==> src/rtl/mc_ctrl_if.sv <==
// rtl/mc_ctrl_if.sv - Sequencer <-> datapath/memory signal bundle for the multi-cycle core
interface mc_ctrl_if;
  logic [31:0] memRdata;
  logic        memReady;
  logic        brTaken;
  logic [31:0] ir;
  logic        irWr;
  logic        mdrWr;
  logic        pcWr;
  logic        memRd;
  logic        memWr;
  logic        iorD;
  logic [1:0]  pcSrc;
  logic        aluSrcA;
  logic [1:0]  aluSrcB;
  logic [4:0]  aluOp;
  logic        extOp;
  logic        regWr;
  logic [1:0]  regDst;
  logic [1:0]  memToReg;
  logic        insDone;
  logic        illegal;

  modport master (
    input  memRdata, memReady, brTaken,
    output ir, irWr, mdrWr, pcWr, memRd, memWr, iorD, pcSrc, aluSrcA, aluSrcB,
           aluOp, extOp, regWr, regDst, memToReg, insDone, illegal
  );

  modport slave (
    output memRdata, memReady, brTaken,
    input  ir, irWr, mdrWr, pcWr, memRd, memWr, iorD, pcSrc, aluSrcA, aluSrcB,
           aluOp, extOp, regWr, regDst, memToReg, insDone, illegal
  );
endinterface

==> src/rtl/mc_ctrl.sv <==
// rtl/mc_ctrl.sv - Moore sequencer for the shared-memory multi-cycle MIPS-subset datapath
module mc_ctrl (
  input  logic      clk,
  input  logic      rstn,
  mc_ctrl_if.master bus
);

  typedef enum logic [3:0] {
    START, FETCH, DECODE, EXEC, ALUWB, MEMADR, MEMRD, MEMWB, MEMWR, BRANCH, JUMP
  } state_t;

  typedef enum logic [2:0] {
    K_ILL, K_ALU_R, K_ALU_I, K_LOAD, K_STORE, K_BR, K_JMP
  } kind_t;

  typedef struct packed {
    logic       memRd;
    logic       memWr;
    logic       iorD;
    logic       pcWr;
    logic [1:0] pcSrc;
    logic       aluSrcA;
    logic [1:0] aluSrcB;
    logic [4:0] aluOp;
    logic       extOp;
    logic       regWr;
    logic [1:0] regDst;
    logic [1:0] memToReg;
    logic       insDone;
    logic       illegal;
  } moore_t;

  localparam logic [4:0] ALU_ADD  = 5'b00000;
  localparam logic [4:0] ALU_SUB  = 5'b00001;
  localparam logic [4:0] ALU_SLT  = 5'b00010;
  localparam logic [4:0] ALU_AND  = 5'b00011;
  localparam logic [4:0] ALU_NOR  = 5'b00100;
  localparam logic [4:0] ALU_OR   = 5'b00101;
  localparam logic [4:0] ALU_XOR  = 5'b00110;
  localparam logic [4:0] ALU_SLL  = 5'b00111;
  localparam logic [4:0] ALU_SRL  = 5'b01000;
  localparam logic [4:0] ALU_SLTU = 5'b01001;
  localparam logic [4:0] ALU_SLLV = 5'b01100;
  localparam logic [4:0] ALU_SRA  = 5'b01101;
  localparam logic [4:0] ALU_SRAV = 5'b01110;
  localparam logic [4:0] ALU_SRLV = 5'b01111;
  localparam logic [4:0] ALU_LUI  = 5'b10000;

  localparam logic [5:0] OP_RTYPE  = 6'b000000;
  localparam logic [5:0] OP_REGIMM = 6'b000001;
  localparam logic [5:0] OP_J      = 6'b000010;
  localparam logic [5:0] OP_JAL    = 6'b000011;
  localparam logic [5:0] OP_BEQ    = 6'b000100;
  localparam logic [5:0] OP_BNE    = 6'b000101;
  localparam logic [5:0] OP_BLEZ   = 6'b000110;
  localparam logic [5:0] OP_BGTZ   = 6'b000111;
  localparam logic [5:0] OP_ADDIU  = 6'b001001;
  localparam logic [5:0] OP_SLTI   = 6'b001010;
  localparam logic [5:0] OP_SLTIU  = 6'b001011;
  localparam logic [5:0] OP_ANDI   = 6'b001100;
  localparam logic [5:0] OP_ORI    = 6'b001101;
  localparam logic [5:0] OP_XORI   = 6'b001110;
  localparam logic [5:0] OP_LUI    = 6'b001111;
  localparam logic [5:0] OP_LB     = 6'b100000;
  localparam logic [5:0] OP_LW     = 6'b100011;
  localparam logic [5:0] OP_LBU    = 6'b100100;
  localparam logic [5:0] OP_SB     = 6'b101000;
  localparam logic [5:0] OP_SW     = 6'b101011;

  localparam logic [5:0] FN_SLL  = 6'b000000;
  localparam logic [5:0] FN_SRL  = 6'b000010;
  localparam logic [5:0] FN_SRA  = 6'b000011;
  localparam logic [5:0] FN_SLLV = 6'b000100;
  localparam logic [5:0] FN_SRLV = 6'b000110;
  localparam logic [5:0] FN_SRAV = 6'b000111;
  localparam logic [5:0] FN_JR   = 6'b001000;
  localparam logic [5:0] FN_JALR = 6'b001001;
  localparam logic [5:0] FN_ADD  = 6'b100000;
  localparam logic [5:0] FN_ADDU = 6'b100001;
  localparam logic [5:0] FN_SUB  = 6'b100010;
  localparam logic [5:0] FN_SUBU = 6'b100011;
  localparam logic [5:0] FN_AND  = 6'b100100;
  localparam logic [5:0] FN_OR   = 6'b100101;
  localparam logic [5:0] FN_XOR  = 6'b100110;
  localparam logic [5:0] FN_NOR  = 6'b100111;
  localparam logic [5:0] FN_SLT  = 6'b101010;
  localparam logic [5:0] FN_SLTU = 6'b101011;

  function automatic kind_t classify(input logic [5:0] op, input logic [5:0] fn);
    kind_t k;
    k = K_ILL;
    case (op)
      OP_RTYPE: begin
        case (fn)
          FN_JR, FN_JALR: k = K_JMP;
          FN_ADD, FN_ADDU, FN_SUB, FN_SUBU, FN_AND, FN_OR, FN_XOR, FN_NOR,
          FN_SLT, FN_SLTU, FN_SLL, FN_SRL, FN_SRA, FN_SLLV, FN_SRLV, FN_SRAV:
            k = K_ALU_R;
          default: k = K_ILL;
        endcase
      end
      OP_J, OP_JAL:                                    k = K_JMP;
      OP_REGIMM, OP_BEQ, OP_BNE, OP_BLEZ, OP_BGTZ:     k = K_BR;
      OP_LB, OP_LBU, OP_LW:                            k = K_LOAD;
      OP_SB, OP_SW:                                    k = K_STORE;
      OP_ADDIU, OP_SLTI, OP_SLTIU, OP_ANDI, OP_ORI, OP_XORI, OP_LUI:
        k = K_ALU_I;
      default:                                         k = K_ILL;
    endcase
    return k;
  endfunction

  // Returns {extOp, aluOp} for the EXEC step of an ALU instruction.
  function automatic logic [5:0] alu_ctl(input logic [5:0] op, input logic [5:0] fn);
    logic [5:0] r;
    r = {1'b0, ALU_ADD};
    if (op == OP_RTYPE) begin
      case (fn)
        FN_SUB, FN_SUBU: r = {1'b0, ALU_SUB};
        FN_SLT:          r = {1'b0, ALU_SLT};
        FN_SLTU:         r = {1'b0, ALU_SLTU};
        FN_AND:          r = {1'b0, ALU_AND};
        FN_OR:           r = {1'b0, ALU_OR};
        FN_XOR:          r = {1'b0, ALU_XOR};
        FN_NOR:          r = {1'b0, ALU_NOR};
        FN_SLL:          r = {1'b0, ALU_SLL};
        FN_SRL:          r = {1'b0, ALU_SRL};
        FN_SRA:          r = {1'b0, ALU_SRA};
        FN_SLLV:         r = {1'b0, ALU_SLLV};
        FN_SRLV:         r = {1'b0, ALU_SRLV};
        FN_SRAV:         r = {1'b0, ALU_SRAV};
        default:         r = {1'b0, ALU_ADD};
      endcase
    end else begin
      case (op)
        OP_ADDIU: r = {1'b1, ALU_ADD};
        OP_SLTI:  r = {1'b1, ALU_SLT};
        OP_SLTIU: r = {1'b0, ALU_SLTU};
        OP_ANDI:  r = {1'b0, ALU_AND};
        OP_ORI:   r = {1'b0, ALU_OR};
        OP_XORI:  r = {1'b0, ALU_XOR};
        OP_LUI:   r = {1'b0, ALU_LUI};
        default:  r = {1'b0, ALU_ADD};
      endcase
    end
    return r;
  endfunction

  // Unqualified Moore strobes for a state; memReady/brTaken gating is applied at the ports.
  function automatic moore_t moore(input state_t s, input logic [5:0] op, input logic [5:0] fn);
    moore_t m;
    m = '0;
    case (s)
      FETCH:  m.memRd = 1'b1;
      DECODE: begin
        m.aluSrcB = 2'b11;
        m.aluOp   = ALU_ADD;
        m.illegal = (classify(op, fn) == K_ILL);
      end
      EXEC: begin
        m.aluSrcA            = 1'b1;
        m.aluSrcB            = (op == OP_RTYPE) ? 2'b00 : 2'b10;
        {m.extOp, m.aluOp}   = alu_ctl(op, fn);
      end
      ALUWB: begin
        m.regWr   = 1'b1;
        m.regDst  = (op == OP_RTYPE) ? 2'b01 : 2'b00;
        m.insDone = 1'b1;
      end
      MEMADR: begin
        m.aluSrcA = 1'b1;
        m.aluSrcB = 2'b10;
        m.extOp   = 1'b1;
        m.aluOp   = ALU_ADD;
      end
      MEMRD: begin
        m.memRd = 1'b1;
        m.iorD  = 1'b1;
      end
      MEMWB: begin
        m.regWr    = 1'b1;
        m.memToReg = 2'b01;
        m.insDone  = 1'b1;
      end
      MEMWR: begin
        m.memWr = 1'b1;
        m.iorD  = 1'b1;
      end
      BRANCH: begin
        m.aluSrcA = 1'b1;
        m.aluOp   = ALU_SUB;
        m.pcSrc   = 2'b11;
        m.insDone = 1'b1;
      end
      JUMP: begin
        m.pcWr    = 1'b1;
        m.insDone = 1'b1;
        m.pcSrc   = (op == OP_RTYPE) ? 2'b10 : 2'b01;
        // Both link forms write the PC register, which already holds the return address.
        if (op == OP_JAL) begin
          m.regWr    = 1'b1;
          m.regDst   = 2'b10;
          m.memToReg = 2'b10;
        end else if (op == OP_RTYPE && fn == FN_JALR) begin
          m.regWr    = 1'b1;
          m.regDst   = 2'b01;
          m.memToReg = 2'b10;
        end
      end
      default: m = '0;
    endcase
    return m;
  endfunction

  state_t      r_state;
  logic [31:0] r_ir;
  moore_t      r_mo;
  state_t      w_next_state;
  logic [31:0] w_next_ir;
  kind_t       w_kind;

  assign w_kind = classify(r_ir[31:26], r_ir[5:0]);

  always_comb begin
    w_next_state = r_state;
    w_next_ir    = r_ir;
    case (r_state)
      START: w_next_state = FETCH;
      FETCH: begin
        if (bus.memReady) begin
          w_next_state = DECODE;
          w_next_ir    = bus.memRdata;
        end
      end
      DECODE: begin
        case (w_kind)
          K_ALU_R, K_ALU_I: w_next_state = EXEC;
          K_LOAD, K_STORE:  w_next_state = MEMADR;
          K_BR:             w_next_state = BRANCH;
          K_JMP:            w_next_state = JUMP;
          default:          w_next_state = FETCH;
        endcase
      end
      EXEC:   w_next_state = ALUWB;
      MEMADR: w_next_state = (w_kind == K_LOAD) ? MEMRD : MEMWR;
      MEMRD:  w_next_state = bus.memReady ? MEMWB : MEMRD;
      MEMWR:  w_next_state = bus.memReady ? FETCH : MEMWR;
      ALUWB, MEMWB, BRANCH, JUMP: w_next_state = FETCH;
      default: w_next_state = START;
    endcase
  end

  // Strobes are registered from the next state so they are glitch-free Moore outputs.
  always_ff @(posedge clk or negedge rstn) begin
    if (!rstn) begin
      r_state <= START;
      r_ir    <= '0;
      r_mo    <= '0;
    end else begin
      r_state <= w_next_state;
      r_ir    <= w_next_ir;
      r_mo    <= moore(w_next_state, w_next_ir[31:26], w_next_ir[5:0]);
    end
  end

  logic w_fetch_ack;
  assign w_fetch_ack = (r_state == FETCH) && bus.memReady;

  assign bus.ir       = r_ir;
  assign bus.irWr     = w_fetch_ack;
  assign bus.mdrWr    = (r_state == MEMRD) && bus.memReady;
  assign bus.pcWr     = r_mo.pcWr | w_fetch_ack | ((r_state == BRANCH) && bus.brTaken);
  assign bus.memRd    = r_mo.memRd;
  assign bus.memWr    = r_mo.memWr;
  assign bus.iorD     = r_mo.iorD;
  assign bus.pcSrc    = r_mo.pcSrc;
  assign bus.aluSrcA  = r_mo.aluSrcA;
  assign bus.aluSrcB  = r_mo.aluSrcB;
  assign bus.aluOp    = r_mo.aluOp;
  assign bus.extOp    = r_mo.extOp;
  assign bus.regWr    = r_mo.regWr;
  assign bus.regDst   = r_mo.regDst;
  assign bus.memToReg = r_mo.memToReg;
  assign bus.insDone  = r_mo.insDone | ((r_state == MEMWR) && bus.memReady);
  assign bus.illegal  = r_mo.illegal;

endmodule

==> src/flat_wrapper.sv <==
// flat-port wrapper written by rule: the top's interface ports become plain ports
module mc_ctrl_flat 
  (clk, rstn, bus_memRdata, bus_memReady, bus_brTaken, bus_ir, bus_irWr, bus_mdrWr, bus_pcWr, bus_memRd, bus_memWr, bus_iorD, bus_pcSrc, bus_aluSrcA, bus_aluSrcB, bus_aluOp, bus_extOp, bus_regWr, bus_regDst, bus_memToReg, bus_insDone, bus_illegal);
  mc_ctrl_if bus_i ();
  input  logic clk;
  input  logic rstn;
  input wire logic [$bits(bus_i.memRdata)-1:0] bus_memRdata;
  input wire logic [$bits(bus_i.memReady)-1:0] bus_memReady;
  input wire logic [$bits(bus_i.brTaken)-1:0] bus_brTaken;
  output wire logic [$bits(bus_i.ir)-1:0] bus_ir;
  output wire logic [$bits(bus_i.irWr)-1:0] bus_irWr;
  output wire logic [$bits(bus_i.mdrWr)-1:0] bus_mdrWr;
  output wire logic [$bits(bus_i.pcWr)-1:0] bus_pcWr;
  output wire logic [$bits(bus_i.memRd)-1:0] bus_memRd;
  output wire logic [$bits(bus_i.memWr)-1:0] bus_memWr;
  output wire logic [$bits(bus_i.iorD)-1:0] bus_iorD;
  output wire logic [$bits(bus_i.pcSrc)-1:0] bus_pcSrc;
  output wire logic [$bits(bus_i.aluSrcA)-1:0] bus_aluSrcA;
  output wire logic [$bits(bus_i.aluSrcB)-1:0] bus_aluSrcB;
  output wire logic [$bits(bus_i.aluOp)-1:0] bus_aluOp;
  output wire logic [$bits(bus_i.extOp)-1:0] bus_extOp;
  output wire logic [$bits(bus_i.regWr)-1:0] bus_regWr;
  output wire logic [$bits(bus_i.regDst)-1:0] bus_regDst;
  output wire logic [$bits(bus_i.memToReg)-1:0] bus_memToReg;
  output wire logic [$bits(bus_i.insDone)-1:0] bus_insDone;
  output wire logic [$bits(bus_i.illegal)-1:0] bus_illegal;
  assign bus_i.memRdata = bus_memRdata;
  assign bus_i.memReady = bus_memReady;
  assign bus_i.brTaken = bus_brTaken;
  assign bus_ir = bus_i.ir;
  assign bus_irWr = bus_i.irWr;
  assign bus_mdrWr = bus_i.mdrWr;
  assign bus_pcWr = bus_i.pcWr;
  assign bus_memRd = bus_i.memRd;
  assign bus_memWr = bus_i.memWr;
  assign bus_iorD = bus_i.iorD;
  assign bus_pcSrc = bus_i.pcSrc;
  assign bus_aluSrcA = bus_i.aluSrcA;
  assign bus_aluSrcB = bus_i.aluSrcB;
  assign bus_aluOp = bus_i.aluOp;
  assign bus_extOp = bus_i.extOp;
  assign bus_regWr = bus_i.regWr;
  assign bus_regDst = bus_i.regDst;
  assign bus_memToReg = bus_i.memToReg;
  assign bus_insDone = bus_i.insDone;
  assign bus_illegal = bus_i.illegal;
  mc_ctrl u_core (.clk(clk), .rstn(rstn), .bus(bus_i));
endmodule
==> config.mk <==
export PLATFORM = sky130hd
export DESIGN_NAME = mc_ctrl_flat
export DESIGN_NICKNAME = d
export VERILOG_FILES = /design/src/rtl/mc_ctrl_if.sv /design/src/rtl/mc_ctrl.sv /design/src/flat_wrapper.sv
export SDC_FILE = /design/constraint.sdc
export NUM_CORES = 1
export LEC_CHECK = 0
export BUFFER_PORTS_ARGS = -buffer_cell sky130_fd_sc_hd__buf_4
export CAP_MARGIN = 20
export CORE_MARGIN = 8
export CORE_UTILIZATION = 40
export CTS_BUF_LIST = sky130_fd_sc_hd__clkbuf_8 sky130_fd_sc_hd__clkbuf_16
export CTS_CLUSTER_DIAMETER = 150
export DETAILED_ROUTE_END_ITERATION = 6
export PLACE_DENSITY_LB_ADDON = 0.05
export SLEW_MARGIN = 20
export SYNTH_ARGS = -nofsm -noshare
export SYNTH_HDL_FRONTEND = slang
export SYNTH_SLANG_ARGS = --single-unit
==> constraint.sdc <==
create_clock -name clk -period 4.4 [get_ports clk]
set_clock_uncertainty 0.2 [all_clocks]
set_input_delay 0.88 -clock clk [delete_from_list [all_inputs] [get_ports clk]]
set_output_delay 0.88 -clock clk [all_outputs]
set_load 0.05 [all_outputs]
==> metrics.md, run 1 <==
| Metric | Value |
|---|---|
| Result of the run | `completed` |
| Fraction of the yosys area taken by sequential cells | `between 40 and 50%` |
| Effective utilization at floorplan | `between 40% and 50%` |
| Launch instance of the worst min-delay path | `u_core.bus.ir[15]` |
| Count of warnings emitted by yosys | `0` |
| Total nets after synthesis | `434` |
| Largest fanout on the critical path | `14` |
| Transition time at the pin with the least slew margin | `736 ps` |
| Number of failing hold endpoints at the final stage | `0` |
| Ratio of total power to cell area | `876 nW/um^2` |
| Final critical-path share of the clock period | `73.5%` |
| Worst supply voltage drop on vdd | `about 0.53 mV` |
| Maximum clock frequency | `309 MHz` |
| Most used cells in the layout excluding fill and tap cells | `sky130_fd_sc_hd__nand2_1, sky130_fd_sc_hd__buf_4, sky130_fd_sc_hd__dfrtp_1` |
| Terminus of the critical flop-to-flop path | `u_core.bus.aluOp[0]` |
| Number of buffers inserted by post-CTS setup repair | `0` |
| CORE AREA | `8260 sq um` |
| Clock Tree Root | `sky130_fd_sc_hd__clkbuf_8` |
| Setup violators final | `0` |
| Critical path required time | `~4400 ps` |
| Launching element type of the critical path | `flip-flop` |
| Sinks on the clock net | `58` |
| H-Tree Level Count | `3` |
| Sequential cell area | `1450 sq um` |
| Utilization of the core after routing | `51.2%` |
| Antenna violations before repair | `0` |
| Cell area after technology mapping | `about 3400 sq um` |
| Ratio of cells with drive above 1 in the final layout | `27.4%` |
| Max Cap Violations | `0` |
| Standard-cell rows | `33` |
| Unique masters post-synth | `67` |
| Max clock buf depth | `2` |
| Clock slew seen by the registers of the worst setup and hold paths | `~70 ps` |
| Placer's final routability congestion estimate | `0.889` |
| Reported leakage power | `2.11 nW` |
| I/O Pins | `between 90 and 100` |
| Number of max-slew violations in the final report | `0` |
| Register share of total power | `27.6%` |
| Input/output buffers | `91` |
| Unrepaired setup endpoints after global routing | `no` |
| Detailed placement HPWL | `a little under 7000 microns` |
| Area of all placed cells without fillers | `4230 sq um` |
| Critical-path cell list | `nor4b_4 > nand2_2 > clkinv_2 > mux2i_1 > inv_1 > ha_1 > nand3b_1 > nor3_1 > a311oi_2 > o221a_1 > o21ai_1` |
| EDFF count, synth | `0` |
| Remaining routing DRC violations | `0` |
| Starting DRC count in detailed routing | `about 180` |
| Leftover overflow at the end of global routing | `0` |
| Number of hold buffers added after CTS | `0` |
| FF-to-FF setup slack | `roughly 1200 ps` |
| Gate count of the mapped netlist | `about 400` |
| Main flop type after synthesis | `sky130_fd_sc_hd__dfrtp_1` |
| Critical Setup Path Class | `reg -> reg` |
| Number of global-route vias before repair | `3098` |
| R2R cell count | `11` |
| Mean cell area of the mapped netlist | `around 8.7 sq um` |
| TNS Setup | `0 ps` |
| Height of the die | `108 microns` |
| Number of cells traversed by the worst hold path | `2` |
| Clock tree from TritonCTS | `yes` |
| Insertion delay of the later-clocked pin in the worst-skew pair | `340 ps` |
| Post-detailed-route count of antenna-violating nets | `0` |
| Final critical delay including setup and external delays | `3240 ps` |
| Fillers | `809` |
| Area of the die | `11700 sq um` |
| Overall die width | `around 110 microns` |
| Hold-critical path endpoint | `u_core.bus.ir[15]` |
| CP Data Arrival Time | `3250 ps` |
| Maximum number of pins on one net before global-route repair | `59` |
| First-pass GRT wire length | `16200 microns` |
| Avg WL per Cell | `17.3 microns` |
| Ant diodes | `0` |
| Resized cells post-CTS | `0` |
| Detailed-route wire length | `9810 microns` |
| Clock group share of total power | `between 10 and 15%` |
| Footprint of the multi-input gates | `approximately 1700 sq um` |
| Synthesis-to-layout area growth | `24.0%` |
| Slew headroom | `51.0%` |
| Logic gate share of total power | `57.5%` |
| Worst path max stage delay | `590 ps` |
| Average via count per standard cell | `5.42` |
| Post-Place Cell Area | `between 4000 and 5000 sq um` |
| Worst min path class | `reg -> reg` |
| Max stage delay cell, worst path | `sky130_fd_sc_hd__dfrtp_1` |
| Share of total power consumed by net switching | `53.0%` |
| Number of vias in the routed layout | `3080` |
| Switching power | `1.96 mW` |
| Flops & latches, synth | `58` |
| GRT Total Usage | `between 10% and 20%` |
| 1st-pass router iterations | `5` |
| Pint | `1.74 mW` |
| Critical path endpoint category | `flip-flop` |
| Number of CTS-inserted buffers | `9` |
| Share of async-settable or async-resettable flops after synthesis | `100%` |
| Launch point of the worst reg-to-reg path | `u_core.r_state[0]` |
| Nets | `between 500 and 600` |
## routing by layer
layer  routed length, microns  up-vias  share of wire (%)  global-route usage (%)
met4                      143        0                1.5                    7.43
met3                      923       13                9.4                    5.18
met5                        0        -                  0                       0
met2                     4270      144                 44                    24.5
li1                         -     1476                  -                       -
met1                     4470     1447                 46                    24.0
## synthesized netlist by cell type (5+ instances only)
master                     instances  area share [%]
sky130_fd_sc_hd__ha_1              7             2.6
sky130_fd_sc_hd__a31oi_1           7             1.3
sky130_fd_sc_hd__buf_2            10             1.5
sky130_fd_sc_hd__buf_4            13             2.9
sky130_fd_sc_hd__clkbuf_1          8            0.88
sky130_fd_sc_hd__inv_1            17             1.9
sky130_fd_sc_hd__a21oi_1          13             1.9
sky130_fd_sc_hd__dfrtp_1          58              43
sky130_fd_sc_hd__nand2_1          93              10
sky130_fd_sc_hd__nor3_1           11             1.6
sky130_fd_sc_hd__mux2i_1           6             1.8
sky130_fd_sc_hd__nor2_1           22             2.4
sky130_fd_sc_hd__a211oi_1          5             1.1
sky130_fd_sc_hd__o21ai_0          17             2.5
sky130_fd_sc_hd__nand3_1          10             1.5
## worst max-delay path: cells and delay by family (launching register included)
kind,cells,cell delay (ps)
flip-flops,1,590
adder cells (fa/ha/maj),1,260
buffers and inverters,2,320
AO/OA/AOI/OAI,3,630
multiplexers,1,490
AND/OR/NAND/NOR,4,630
## flip-flops by register name, indices dropped and copies added (netlist names), 2 cells and up
signal / cells
u_core.r_mo: 2
u_core.bus.regDst: 2
u_core.bus.aluSrcB: 2
u_core.bus.memToReg: 2
u_core.bus.pcSrc: 2
u_core.bus.aluOp: 5
u_core.bus.ir: 32
u_core.r_state: 4
## layout make-up
type,instances,share of cell area (%)
Timing Repair Buffer,93,16.5
Tap cell,105,3.11
Clock inverter,6,1.92
Clock buffer,10,3.26
Sequential cell,58,34.3
Inverter,20,1.81
Multi-Input combinational cell,276,39.1
## cell families after synthesis
logic type	after synthesis	synth area share, %
buf+inv	57	9.02
simple gates	177	25.8
xor+xnor	5	1.28
mux	8	2.42
fa+ha+maj	7	2.57
flops	58	42.6
compound gates	79	16.4
## how the worst max path moves through the flow
stage | startpoint | to | slack [ps]
after global routing | u_core.r_state[0] | u_core.bus.aluOp[0] | 900
after global placement | bus_memReady | u_core.bus.illegal | 1210
after CTS | u_core.r_state[0] | u_core.bus.aluOp[0] | 1170
after floorplan | bus_memReady | bus_pcWr | 1280
final | u_core.r_state[0] | u_core.bus.aluOp[0] | 1160
after detailed placement | bus_memReady | u_core.bus.aluOp[0] | 1150
## stage by stage
step | hold WS [ps] | cells | power, mW | worst slack, ps
after floorplan | 344 | 391 | 2.58 | 1280
after detailed placement | 263 | 552 | 3.16 | 1150
final | 277 | 568 | 3.70 | 1160
after global routing | 292 | 568 | 3.95 | 900
after global placement | 259 | 552 | 3.17 | 1210
after CTS | 278 | 568 | 3.72 | 1170
## power by group through the flow
| stage | clock (mW) | sequential [mW] | combinational [mW] |
|---|---|---|---|
| global route | 0.581 | 1.06 | 2.31 |
| floorplan | 0 | 1.45 | 1.13 |
| CTS | 0.559 | 1.02 | 2.14 |
| detailed placement | 0 | 1.03 | 2.13 |
| finish | 0.550 | 1.02 | 2.13 |
| global placement | 0 | 1.03 | 2.14 |
(Power assumes the default switching activity.)
==> run 2: changes to the inputs <==
--- a/config.mk
+++ b/config.mk
@@ -5,6 +5,7 @@
 export SDC_FILE = /design/constraint.sdc
 export NUM_CORES = 1
 export LEC_CHECK = 0
+export ABC_AREA = 1
 export BUFFER_PORTS_ARGS = -buffer_cell sky130_fd_sc_hd__buf_4
 export CAP_MARGIN = 20
 export CORE_MARGIN = 8
==> constraint.sdc (replaced) <==
create_clock -name clk -period 3 [get_ports clk]
set_clock_uncertainty 0.2 [all_clocks]
set_input_delay 0.6 -clock clk [delete_from_list [all_inputs] [get_ports clk]]
set_output_delay 0.6 -clock clk [all_outputs]
set_load 0.05 [all_outputs]
==> run 2 against run 1 <==
Count of clock-buffer cells in the layout shrank 1. Sequential share of layout area grew 0.82 points. Register-to-register slack worse by 780 ps. Final cell count increased by 11%. Worst setup slack got worse by 780 ps. Die area decreased by 4.5%. Critical endpoint unchanged.
==> metrics.md, run 2 <==
| Metric | Value |
|---|---|
| Placer's final routability congestion estimate | `0.840` |
| Flip-flop count of the largest register after layout | `32` |
| Unrepaired setup endpoints after global routing | `no` |
| Critical Setup Path Class | `reg -> reg` |
| CP Data Arrival Time | `between 2000 and 3000 ps` |
| Ranking of synthesized cells by instance count | `sky130_fd_sc_hd__nand2_1, sky130_fd_sc_hd__dfrtp_1, sky130_fd_sc_hd__inv_1` |
| Number of failing hold endpoints at the final stage | `0` |
| Max clock buf depth | `2` |
| Leftover overflow at the end of global routing | `0` |
| Input/output buffers | `91` |
| Launch point of the worst reg-to-reg path | `u_core.r_state[2]` |
| Slew headroom | `50.1%` |
| 1st-pass router iterations | `4` |
| Global routing met2 resource utilization | `26.3%` |
| Remaining routing DRC violations | `0` |
| Number of vias in the routed layout | `between 2000 and 3000` |
| CORE AREA | `slightly below 8000 sq um` |
| Maximum clock frequency | `382 MHz` |
| Total nets after synthesis | `484` |
| Height of the die | `106 microns` |
| Setup violators final | `0` |
| Maximum number of pins on one net before global-route repair | `59` |
| Standard-cell rows | `32` |
| Count of warnings emitted by yosys | `0` |
| Sequential cell area | `1450 sq um` |
| Post-detailed-route count of antenna-violating nets | `0` |
| Max Cap Violations | `0` |
| EDFF count, synth | `0` |
| Critical path endpoint category | `flip-flop` |
| Avg WL per Cell | `13.7 microns` |
| Number of CTS-inserted buffers | `9` |
| Nets | `568` |
| Flops & latches, synth | `58` |
| First-pass GRT wire length | `roughly 15000 microns` |
| Share of async-settable or async-resettable flops after synthesis | `100%` |
| Clock tree from TritonCTS | `yes` |
| Resized cells post-CTS | `0` |
| Footprint of the multi-input gates | `between 1000 and 1500 sq um` |
| Ant diodes | `0` |
| Effective utilization at floorplan | `41.6%` |
| Top post-synthesis cells by area | `sky130_fd_sc_hd__dfrtp_1, sky130_fd_sc_hd__nand2_1, sky130_fd_sc_hd__inv_1` |
| Gate count of the mapped netlist | `between 400 and 500` |
| Average via count per standard cell | `4.64` |
| Main flop type after synthesis | `sky130_fd_sc_hd__dfrtp_1` |
| Area of the die | `11200 sq um` |
| Starting DRC count in detailed routing | `~160` |
| Overall die width | `106 microns` |
| GRT busiest layer | `met2` |
| H-Tree Level Count | `3` |
| Mean cell area of the mapped netlist | `7.33 sq um` |
| Biggest area consumer among synthesized cells | `sky130_fd_sc_hd__dfrtp_1` |
| Unique masters post-synth | `29` |
| TNS Setup | `0 ps` |
| Cell area after technology mapping | `around 3200 sq um` |
| Launching element type of the critical path | `flip-flop` |
| Fillers | `775` |
| Detailed placement HPWL | `approximately 6500 microns` |
| Number of hold buffers added after CTS | `0` |
| Number of max-slew violations in the final report | `0` |
| Number of global-route vias before repair | `approximately 2900` |
| Antenna violations before repair | `0` |
| Sinks on the clock net | `58` |
| Ratio of cells with drive above 1 in the final layout | `a little over a quarter` |
| Met3 demand-to-capacity share in global routing | `4.81%` |
| Critical path required time | `3070 ps` |
| GRT Total Usage | `16.1%` |
| Most common library cell in the layout ignoring fill and taps | `sky130_fd_sc_hd__nand2_1` |
| Result of the run | `completed` |
| Number of buffers inserted by post-CTS setup repair | `0` |
| Worst min path class | `in -> async` |
| Synth top area share | `44.9%` |
| Transition time at the pin with the least slew margin | `between 700 and 800 ps` |
| I/O Pins | `92` |
| Clock slew seen by the registers of the worst setup and hold paths | `70 ps` |
| Synthesis-to-layout area growth | `27.8%` |
| Met1 track utilization from global routing | `19.9%` |
| Detailed-route wire length | `about 8700 microns` |
| Fraction of the yosys area taken by sequential cells | `44.9%` |
| Most used cells in the layout excluding fill and tap cells | `sky130_fd_sc_hd__nand2_1, sky130_fd_sc_hd__buf_4, sky130_fd_sc_hd__dfrtp_1` |
| Insertion delay of the later-clocked pin in the worst-skew pair | `between 300 and 400 ps` |
| Most used standard cell by instance count after synthesis | `sky130_fd_sc_hd__nand2_1` |
| Worst setup path startpoint | `u_core.r_state[2]` |
| Final critical delay including setup and external delays | `2620 ps` |
| Final critical-path share of the clock period | `87.2%` |
| Clock Tree Root | `sky130_fd_sc_hd__clkbuf_8` |
| Largest fanout on the critical path | `25` |
-- run 2: cell count changes after synthesis, sizes merged, moves of 9 or more --
cell	previous run	this run
nand3	10	32
inv	19	52
a21oi	14	5
nor2	22	41
nand2	94	194
nor3	11	1
buf	28	18
-- run 2: worst max-delay path, cell delays in order (launching register included) --
cell                      delay (ps)
sky130_fd_sc_hd__dfrtp_1         400
sky130_fd_sc_hd__nor2_1          280
sky130_fd_sc_hd__nand2_4         170
sky130_fd_sc_hd__nor2_4          110
sky130_fd_sc_hd__buf_4           280
sky130_fd_sc_hd__nand2_1          80
sky130_fd_sc_hd__o21ai_1         100
sky130_fd_sc_hd__inv_1           110
sky130_fd_sc_hd__ha_1            290
sky130_fd_sc_hd__nand2_1          90
sky130_fd_sc_hd__nand3_1          70
sky130_fd_sc_hd__nand2_1          90
sky130_fd_sc_hd__nand2_1          60
sky130_fd_sc_hd__nand2_1          90
sky130_fd_sc_hd__nand2_1          60
sky130_fd_sc_hd__nand2_1          50
-- run 2: worst paths after layout --
kind	end	slack (ps)	depth (start not counted)
worst max-delay path	u_core.bus.aluOp[0]	380	15
worst min-delay path	u_core.bus.memToReg[0]	130	1
worst max register to register	u_core.bus.aluOp[0]	380	15
worst min register to register	u_core.bus.ir[17]	270	2
max in group asynchronous	u_core.bus.ir[0]	1980	1
min in group clk	u_core.bus.ir[7]	260	3
-- run 2: logic make-up (layout without fill, tap and decap cells) --
group           Yosys count  count (layout)  share of synthesized area (%)
compound gates           31              31                           5.34
buf+inv                  73             162                           10.5
xor+xnor                  1               1                          0.271
simple gates            271             271                           36.2
flops                    58              58                           44.9
fa+ha+maj                 7               7                           2.71
-- run 2: cell type report --
class | instances | share of cell area, %
Sequential cell | 58 | 35.2
Clock inverter | 7 | 2.09
Tap cell | 102 | 3.09
Inverter | 52 | 4.73
Timing Repair Buffer | 94 | 17.1
Clock buffer | 9 | 3.00
Multi-Input combinational cell | 310 | 34.8
-- run 2: metrics by stage --
step | cells | hold WS [ps] | utilization [%] | area (sq um) | setup slack, ps
floorplan | 441 | 104 | - | 3230 | 632
global placement | 616 | 255 | 50.5 | 3920 | 362
detailed placement | 616 | 260 | 50.5 | 3920 | 331
CTS | 632 | 155 | 53.2 | 4130 | 373
global route | 632 | 189 | 53.2 | 4130 | 108
finish | 632 | 125 | 53.2 | 4130 | 385
-- run 2: routing by layer --
| layer | wire, microns | vias up |
|---|---|---|
| li1 | - | 1514 |
| met1 | 3840 | 1342 |
| met2 | 4260 | 67 |
| met3 | 470 | 9 |
| met4 | 100 | 0 |
| met5 | 0 | - |
Power of run 2 is left out: the tool's default activity adds up to more than one toggle a clock period on the data nets, which glitch-free logic cannot reach.
==> run 3: changes to the inputs <==
--- a/config.mk
+++ b/config.mk
@@ -13,7 +13,8 @@
 export CTS_BUF_LIST = sky130_fd_sc_hd__clkbuf_8 sky130_fd_sc_hd__clkbuf_16
 export CTS_CLUSTER_DIAMETER = 150
 export DETAILED_ROUTE_END_ITERATION = 6
-export PLACE_DENSITY_LB_ADDON = 0.05
+export MAX_ROUTING_LAYER = met4
+export PLACE_DENSITY_LB_ADDON = 0.08
 export SLEW_MARGIN = 20
 export SYNTH_ARGS = -nofsm -noshare
 export SYNTH_HDL_FRONTEND = slang
==> run 3 against run 2 <==
Worst hold slack improved by 12 ps. Worst setup slack worse by 88 ps. Non-clock buffer count did not move. Sequential cell count did not move. Sequential share of layout area down 0.36 points. Count of clock-buffer cells in the layout grew 2. Global-route usage increased by 0.24 points. Design area grew 1.0%. Critical path depth fell by 9. First-iteration DRC count grew 15%. Die area stayed put. Routed wire length is 0.90% higher.
==> metrics.md, run 3 (synthesized netlist as in run 2, its figures left out) <==
| Metric | Value |
|---|---|
| Critical path required time | `2200 ps` |
| Post-detailed-route count of antenna-violating nets | `0` |
| Setup violators final | `0` |
| CORE AREA | `7770 sq um` |
| R2R cell count | `13` |
| Setup crit end | `bus_pcWr` |
| Max stage delay cell, worst path | `sky130_fd_sc_hd__dfrtp_1` |
| Resized cells post-CTS | `0` |
| Post-Place Cells | `616` |
| Worst path bufs/invs | `2` |
| Sinks on the clock net | `58` |
| Placer's final routability congestion estimate | `0.902` |
| Worst path max stage delay | `about 400 ps` |
| Top delay family on crit path | `simple AND/OR/NAND/NOR gates` |
| Antenna violations before repair | `0` |
| Number of buffers inserted by post-CTS setup repair | `0` |
| Standard-cell rows | `32` |
| GRT Total Usage | `16.3%` |
| Detailed placement HPWL | `6680 microns` |
| Avg WL per Cell | `13.8 microns` |
| CP Data Arrival Time | `1900 ps` |
| Fillers | `788` |
| Number of vias in the routed layout | `2947` |
| Number of failing hold endpoints at the final stage | `0` |
| Final instance count without filler cells | `632` |
| Worst min path class | `in -> async` |
| Most used cells in the layout excluding fill and tap cells | `sky130_fd_sc_hd__nand2_1, sky130_fd_sc_hd__buf_4, sky130_fd_sc_hd__dfrtp_1` |
| Launching element type of the critical path | `flip-flop` |
| First-pass GRT wire length | `approximately 15000 microns` |
| Clock slew seen by the registers of the worst setup and hold paths | `60 ps` |
| Number of max-slew violations in the final report | `0` |
| Overall die width | `~110 microns` |
| Nets | `approximately 570` |
| Launch point of the worst reg-to-reg path | `u_core.r_state[2]` |
| Maximum clock frequency | `370 MHz` |
| Number of global-route vias before repair | `a little under 3000` |
| Most common library cell in the layout ignoring fill and taps | `sky130_fd_sc_hd__nand2_1` |
| TNS Setup | `0 ps` |
| Clock Tree Root | `sky130_fd_sc_hd__clkbuf_8` |
| Number of hold buffers added after CTS | `0` |
| Ratio of cells with drive above 1 in the final layout | `a little over a quarter` |
| Clock tree from TritonCTS | `yes` |
| Unrepaired setup endpoints after global routing | `no` |
| Max clock buf depth | `2` |
| Remaining routing DRC violations | `0` |
| Maximum number of pins on one net before global-route repair | `59` |
| FF-to-FF setup slack | `410 ps` |
| Result of the run | `completed` |
| Insertion delay of the later-clocked pin in the worst-skew pair | `330 ps` |
| Effective utilization at floorplan | `41.6%` |
| Critical Setup Path Class | `reg -> out` |
| Leftover overflow at the end of global routing | `0` |
| Final critical delay including setup and external delays | `2700 ps` |
| Synthesis-to-layout area growth | `29.1%` |
| Critical path endpoint category | `output port` |
| Critical-path cell list | `nor2_1 > nand2_4 > nor2_4 > inv_1 > nand2_1 > buf_4` |
| Input/output buffers | `91` |
| Transition time at the pin with the least slew margin | `748 ps` |
| Starting DRC count in detailed routing | `188` |
| Flip-flop count of the largest register after layout | `32` |
| H-Tree Level Count | `3` |
| Height of the die | `between 100 and 150 microns` |
| I/O Pins | `92` |
| Worst setup path startpoint | `u_core.r_state[2]` |
| Slew headroom | `50.1%` |
| Final critical-path share of the clock period | `90.1%` |
| Critical path depth in cells | `6` |
| Max Cap Violations | `0` |
| Terminus of the critical flop-to-flop path | `u_core.bus.illegal` |
| Area of the die | `11200 sq um` |
| 1st-pass router iterations | `5` |
| Detailed-route wire length | `between 8000 and 9000 microns` |
| Number of CTS-inserted buffers | `9` |
| Ant diodes | `0` |
| Average via count per standard cell | `between 4 and 5` |
| Largest fanout on the critical path | `10` |
==> run 3: cell types whose count changed in the layout (fill, tap and decap cells not counted), sizes merged <==
cell	delta
inv	-1
bufinv	+1
clkinvlp	+1
clkinv	-3
clkbuf	+2
==> run 3: worst min path at each step <==
stage                                  from                      to  slack, ps
after CTS                              rstn       u_core.bus.ir[26]        160
after detailed placement  u_core.bus.ir[10]       u_core.bus.ir[10]        260
final                                  rstn  u_core.bus.memToReg[0]        140
after floorplan                        rstn     u_core.bus.aluOp[0]        100
after global routing                   rstn  u_core.bus.memToReg[0]        190
after global placement    u_core.bus.ir[15]       u_core.bus.ir[15]        260
==> run 3: metal layers <==
| metal | part of all wire [%] | wire length [microns] | GRT usage (%) | vias to the layer above |
|---|---|---|---|---|
| li1 | - | - | - | 1516 |
| met1 | 45 | 3940 | 20.2 | 1344 |
| met2 | 48 | 4210 | 25.4 | 79 |
| met3 | 5.8 | 507 | 4.63 | 8 |
| met4 | 0.95 | 83 | 4.72 | 0 |
| met5 | 0 | 0 | - | - |
==> run 3: cell type report <==
cell class                 count  area (sq um)  area share, %
inverter                      52           195           4.68
clock inverter                 5           101           2.43
timing repair buffer          94           706           16.9
tap                          102           128           3.06
clock buffer                  11           151           3.63
sequential                    58          1450           34.8
multi-input combinational    310          1440           34.5
==> run 3: metrics by stage <==
step                util [%]  hold WS (ps)  instance area, sq um  worst slack, ps
floorplan                  -           104                  3230              632
global route            53.7           191                  4170              165
CTS                     53.7           165                  4170              287
detailed placement      50.5           260                  3920              233
global placement        50.5           255                  3920              314
finish                  53.7           137                  4170              296
Power of run 3 is left out for the same reason.
